### src/rtl/div_unit.sv
// ---------------------------------------------------------------------------
// div_unit
//   Iterative RV32M divide/remainder unit (DIV, DIVU, REM, REMU).
//   Restoring division on unsigned magnitudes produces one quotient bit per
//   cycle. Sign fixup is applied when the result is registered on entry to
//   DONE. Divide-by-zero and signed overflow return fixed values.
//
//   Build option:
//     DIV_EARLY_OUT_EN - when defined, special cases go IDLE->DONE directly
//                        at the accepting edge. valid is then high in the very
//                        next cycle, and busy is high for that DONE cycle only.
//                        When undefined, special cases take the full
//                        WIDTH+1 latency and return the same values.
//
//   Ports:
//     clk       in   clock, posedge
//     rst       in   asynchronous reset, active-high
//     start     in   request, sampled only in IDLE
//     op        in   00 DIV, 01 DIVU, 10 REM, 11 REMU
//     rs1_data  in   dividend
//     rs2_data  in   divisor
//     rd_in     in   destination index, captured with the request
//     busy      out  high in CALC and DONE
//     valid     out  one-cycle pulse in DONE
//     result    out  quotient or remainder, held until the next result
//     rd_out    out  captured rd_in, held like result
// ---------------------------------------------------------------------------
module div_unit #(
    parameter int WIDTH = 32,
    parameter int DEPTH = 5
) (
    input  logic             clk,
    input  logic             rst,
    input  logic             start,
    input  logic [1:0]       op,
    input  logic [WIDTH-1:0] rs1_data,
    input  logic [WIDTH-1:0] rs2_data,
    input  logic [DEPTH-1:0] rd_in,
    output logic             busy,
    output logic             valid,
    output logic [WIDTH-1:0] result,
    output logic [DEPTH-1:0] rd_out
);

    localparam int CW = (WIDTH > 1) ? $clog2(WIDTH) : 1;

    // state | meaning
    // IDLE  | waiting for start
    // CALC  | one restoring step per cycle, then one fixup cycle (fin_q)
    // DONE  | result registered, valid pulse
    typedef enum logic [1:0] {
        IDLE = 2'd0,
        CALC = 2'd1,
        DONE = 2'd2
    } state_t;

    state_t           state_q, state_d;
    logic [CW-1:0]    cnt_q, cnt_d;
    logic             fin_q, fin_d;
    logic             rem_sel_q, rem_sel_d;
    logic [DEPTH-1:0] rd_q, rd_d;
    logic [WIDTH-1:0] dvs_q, dvs_d;
    logic [WIDTH-1:0] quo_q, quo_d;
    logic [WIDTH:0]   rem_q, rem_d;
    logic             qneg_q, qneg_d;
    logic             rneg_q, rneg_d;
    logic             special_q, special_d;
    logic [WIDTH-1:0] spec_val_q, spec_val_d;
    logic [WIDTH-1:0] result_q, result_d;
    logic [DEPTH-1:0] rd_out_q, rd_out_d;
    logic             busy_q, busy_d;
    logic             valid_q, valid_d;

    logic             is_signed;
    logic             a_neg, b_neg;
    logic [WIDTH-1:0] mag_a, mag_b;
    logic             div0, ovf, special_in;
    logic [WIDTH-1:0] spec_val_in;
    logic [WIDTH:0]   shifted, diff;
    logic [WIDTH-1:0] res_quo, res_rem;

    localparam logic [WIDTH-1:0] INT_MIN = {1'b1, {(WIDTH-1){1'b0}}};

    always_comb begin
        is_signed   = ~op[0];
        a_neg       = is_signed & rs1_data[WIDTH-1];
        b_neg       = is_signed & rs2_data[WIDTH-1];
        mag_a       = a_neg ? -rs1_data : rs1_data;
        mag_b       = b_neg ? -rs2_data : rs2_data;
        div0        = (rs2_data == '0);
        ovf         = is_signed & (rs1_data == INT_MIN) & (rs2_data == '1);
        special_in  = div0 | ovf;
        if (div0) begin
            spec_val_in = op[1] ? rs1_data : '1;
        end else begin
            spec_val_in = op[1] ? '0 : INT_MIN;
        end

        // Shift in the next dividend bit, then trial-subtract the divisor.
        // A clear top bit of diff means the subtraction did not underflow.
        shifted = (rem_q << 1) | {{WIDTH{1'b0}}, quo_q[WIDTH-1]};
        diff    = shifted - {1'b0, dvs_q};

        res_quo = qneg_q ? -quo_q : quo_q;
        res_rem = rneg_q ? -rem_q[WIDTH-1:0] : rem_q[WIDTH-1:0];

        state_d    = state_q;
        cnt_d      = cnt_q;
        fin_d      = fin_q;
        rem_sel_d  = rem_sel_q;
        rd_d       = rd_q;
        dvs_d      = dvs_q;
        quo_d      = quo_q;
        rem_d      = rem_q;
        qneg_d     = qneg_q;
        rneg_d     = rneg_q;
        special_d  = special_q;
        spec_val_d = spec_val_q;
        result_d   = result_q;
        rd_out_d   = rd_out_q;
        busy_d     = busy_q;
        valid_d    = 1'b0;

        case (state_q)
            IDLE: begin
                if (start) begin
                    rem_sel_d  = op[1];
                    rd_d       = rd_in;
                    dvs_d      = mag_b;
                    quo_d      = mag_a;
                    rem_d      = '0;
                    qneg_d     = a_neg ^ b_neg;
                    rneg_d     = a_neg;
                    special_d  = special_in;
                    spec_val_d = spec_val_in;
                    cnt_d      = '0;
                    fin_d      = 1'b0;
                    busy_d     = 1'b1;
                    state_d    = CALC;
`ifdef DIV_EARLY_OUT_EN
                    if (special_in) begin
                        state_d  = DONE;
                        valid_d  = 1'b1;
                        result_d = spec_val_in;
                        rd_out_d = rd_in;
                    end
`endif
                end
            end
            CALC: begin
                if (fin_q) begin
                    state_d  = DONE;
                    valid_d  = 1'b1;
                    rd_out_d = rd_q;
                    if (special_q) begin
                        result_d = spec_val_q;
                    end else begin
                        result_d = rem_sel_q ? res_rem : res_quo;
                    end
                end else begin
                    if (diff[WIDTH] == 1'b0) begin
                        rem_d = diff;
                        quo_d = {quo_q[WIDTH-2:0], 1'b1};
                    end else begin
                        rem_d = shifted;
                        quo_d = {quo_q[WIDTH-2:0], 1'b0};
                    end
                    if (cnt_q == CW'(WIDTH - 1)) begin
                        cnt_d = '0;
                        fin_d = 1'b1;
                    end else begin
                        cnt_d = cnt_q + 1'b1;
                    end
                end
            end
            DONE: begin
                state_d = IDLE;
                busy_d  = 1'b0;
                fin_d   = 1'b0;
            end
            default: begin
                state_d = IDLE;
                busy_d  = 1'b0;
            end
        endcase
    end

    always_ff @(posedge clk or posedge rst) begin
        if (rst) begin
            state_q    <= IDLE;
            cnt_q      <= '0;
            fin_q      <= 1'b0;
            rem_sel_q  <= 1'b0;
            rd_q       <= '0;
            dvs_q      <= '0;
            quo_q      <= '0;
            rem_q      <= '0;
            qneg_q     <= 1'b0;
            rneg_q     <= 1'b0;
            special_q  <= 1'b0;
            spec_val_q <= '0;
            result_q   <= '0;
            rd_out_q   <= '0;
            busy_q     <= 1'b0;
            valid_q    <= 1'b0;
        end else begin
            state_q    <= state_d;
            cnt_q      <= cnt_d;
            fin_q      <= fin_d;
            rem_sel_q  <= rem_sel_d;
            rd_q       <= rd_d;
            dvs_q      <= dvs_d;
            quo_q      <= quo_d;
            rem_q      <= rem_d;
            qneg_q     <= qneg_d;
            rneg_q     <= rneg_d;
            special_q  <= special_d;
            spec_val_q <= spec_val_d;
            result_q   <= result_d;
            rd_out_q   <= rd_out_d;
            busy_q     <= busy_d;
            valid_q    <= valid_d;
        end
    end

    assign busy   = busy_q;
    assign valid  = valid_q;
    assign result = result_q;
    assign rd_out = rd_out_q;

endmodule
### config.mk
export PLATFORM = sky130hd
export DESIGN_NAME = div_unit
export DESIGN_NICKNAME = d
export VERILOG_FILES = /design/src/rtl/div_unit.sv
export SDC_FILE = /design/constraint.sdc
export NUM_CORES = 1
export LEC_CHECK = 0
export ABC_CLOCK_PERIOD_IN_PS = 8900
export BUFFER_PORTS_ARGS = -buffer_cell sky130_fd_sc_hd__buf_4
export CAP_MARGIN = 30
export CORE_ASPECT_RATIO = 1.2
export CORE_MARGIN = 2
export CORE_UTILIZATION = 45
export DETAILED_ROUTE_END_ITERATION = 8
export GPL_TIMING_DRIVEN = 0
export HOLD_SLACK_MARGIN = 0.12
export REMOVE_ABC_BUFFERS = 1
export SYNTH_ARGS = -nofsm -noshare
export SYNTH_HDL_FRONTEND = slang
export SYNTH_SLANG_ARGS = --single-unit
### constraint.sdc
create_clock -name clk -period 8.9 [get_ports clk]
set_clock_uncertainty 0.1 [all_clocks]
set_input_delay 2.225 -clock clk [delete_from_list [all_inputs] [get_ports clk]]
set_output_delay 2.225 -clock clk [all_outputs]
set_load 0.05 [all_outputs]
==> run metrics <==
CTS Hold Bufs 0; DRT iter0 DRCs 653; dpl ws 3550 ps; CP Data Arrival Time 5060 ps; slack of the critical path 4060 ps; number of max-cap violations 0; sw frac 0.485; DRT Pass-1 Iters 4; Die X-Extent 158 µm; power density cells 409 mW/mm²; async set-reset flop share out of synthesis 1.00; Post-route DRC 0; TritonCTS clock tree done; largest net degree at the start of global routing 120; slowest cell on the critical path nor4_1; Period Utilization, post-route 0.543; layout cells sized above 1 0.139; Finished Layout Cells 1,985; DP HPWL 24,200 µm; H-tree depth 4; clk_lat worst skew 440 ps; Pint 3.07 mW; min cycle time layout 4840 ps; first-pass GRT wire length 54,200 µm; CTS buffer count 17; Max-slew headroom 0.310; die area 0.0297 mm²; final hold slack 375 ps; share of power burned in registers 0.259; Setup CP Type input port to flop; Port-buffer cells 112; post-CTS sizing 0; io pins 113; Die Span Y 189 µm; maximum vdd drop 0.144 mV; syn avg cell area 8.31 µm²; YS warnings 0; final setup fails 0; HP Class flop to flop; vias in the first global route 10,300; Post-synth EDFFs 0; DR vias 10,800; post-layout power 5.96 mW; count leader, synth nand2_1; Synth top cells by count nand2_1 (251), dfrtp_1 (184), o21ai_0 (167); register area share after synthesis 0.361; DR WL/cell 16.5 µm; FP Rows 67; Ant. Diodes 0; Max Fclk 0.207 GHz; Synth area leaders dfrtp_1 (36%), nand2_1 (7.4%), o21ai_0 (6.5%); placed cell areas 0.0140 mm²; crit start category input port; slowest stage delay, CP 750 ps; Total GRT Usage 0.227; largest area contributor in the netlist dfrtp_1; CTS Sinks 184; Yosys top cell area share 0.361; vias per cell 5.46; fin nets 1,708; Clock power frac 0.128; Detailed Route WL 32,800 µm; Clk pin slew, worst setup/hold paths 70 ps; cell count after synthesis 1,536; placed insts 1,953; Worst Path Required 9120 ps; status finished clean; worst-path maximum fanout 4; clk root buf clkbuf_16; Synth Flop Type dfrtp_1; Hold Path Depth 2; Slew Viols, Final 0; post-synthesis register bit count 184; core area 0.0279 mm²; clock buffer depth 2; Psw 2.89 mW; initial core utilization 0.457; worst reg2reg path depth 15; crit-path most repeated cell nor4_1; initial antenna violation count 0; library cells used by synthesis 72; leakage 6.46 nW; Routability Congestion 0.866; RSZ-0062 raised after global routing false; post-route cell area 0.0146 mm²; Post-Syn Area 0.0128 mm²; Cell Chain, Critical Path buf_4 -> or3_1 -> nor4_1 -> nand4_1 -> nor4_1 -> buf_2 -> a31oi_1 -> xnor2_1 -> nor2_1 -> a21oi_1 -> o21ai_0; endpoint class of the critical path flop; setup repair bufs after CTS 0; Comb pwr share 0.613; Final ANT Viol Nets 0; Layout area overhead 14.1%; final hold vios 0; Slew @ Worst Pin 1030 ps; GRT overflow 0
## placed cells by master, fill, tap and decap left out, types with 18 or more instances in the layout
| master | synthesis | final |
|---|---|---|
| a21oi_1 | 112 | 112 |
| inv_1 | 56 | 55 |
| o31ai_2 | 27 | 27 |
| xor2_1 | 66 | 66 |
| a211oi_1 | 26 | 26 |
| dfrtp_1 | 184 | 182 |
| or3_1 | 18 | 18 |
| nor2b_1 | 34 | 33 |
| nor2_1 | 96 | 95 |
| nand2_1 | 251 | 249 |
| ha_1 | 39 | 39 |
| mux2i_1 | 38 | 38 |
| xnor2_1 | 72 | 72 |
| buf_4 | 2 | 112 |
| o31ai_1 | 22 | 22 |
| nor3_1 | 33 | 32 |
| o21ai_0 | 167 | 167 |
## path summary, 6_finish.rpt
check / startpoint / endpoint / slack, ps
min reg2reg: rd_q[0] / rd_q[0] / 370
max: rs1_data[4] / quo_q[29] / 4060
max in group asynchronous: rst / rem_sel_q / 6030
min: rd_q[0] / rd_q[0] / 370
max reg2reg: quo_q[31] / rem_q[4] / 4470
min in group asynchronous: rst / rd_out[2] / 1700
## sequential cells by signal, indices dropped and copies added, names as in the netlist, 2 cells and up
name / flops
cnt_q: 5
dvs_q: 32
quo_q: 32
rd_out: 5
rd_q: 5
rem_q: 32
result: 32
spec_val_q: 32
state_q: 2
## critical path: cells and delay by family
| kind | cells | cell delay (ps) |
|---|---|---|
| simple gates | 5 | 1990 |
| buf+inv | 2 | 380 |
| compound gates | 3 | 310 |
| xor+xnor | 1 | 160 |
## power by group through the flow
| stage | clock, mW | combinational, mW | sequential [mW] |
|---|---|---|---|
| floorplan | 0 | 2.49 | 1.73 |
| global placement | 0 | 3.56 | 1.58 |
| detailed placement | 0 | 3.64 | 1.57 |
| CTS | 0.775 | 3.66 | 1.55 |
| global route | 0.810 | 4.10 | 1.61 |
| finish | 0.761 | 3.66 | 1.55 |
## layout make-up
class                   count  area [µm²]
clock buffers              19         443
clock inverters            12         129
fillers                  2663       13300
inverters                  57         221
multi-input cells        1207        7610
flip-flops and latches    184        4610
well taps                 379         474
repair buffers            127        1090
## routing by layer
metal	GRT usage	share of wire
met3	0.0214	0.031
met5	0	0
met4	0.0801	0.024
met2	0.366	0.47
met1	0.318	0.47
## stage by stage
step                utilization  TNS [ps]
floorplan                     -         0
global placement          0.491   -143180
detailed placement        0.501         0
CTS                       0.521         0
global route              0.522         0
finish                    0.522         0
## kinds of logic (layout without fill, tap and decap cells)
family,count (synthesis),count (layout),synth area share
AOI/OAI and AO/OA,452,452,0.225
xor gates and xnor gates,138,138,0.0947
adders and majority gates,40,40,0.0398
buffers and inverters,145,215,0.0460
DFF,184,184,0.361
muxes,48,48,0.0386
and+or+nand+nor,529,529,0.195
(Power assumes the default switching activity.)
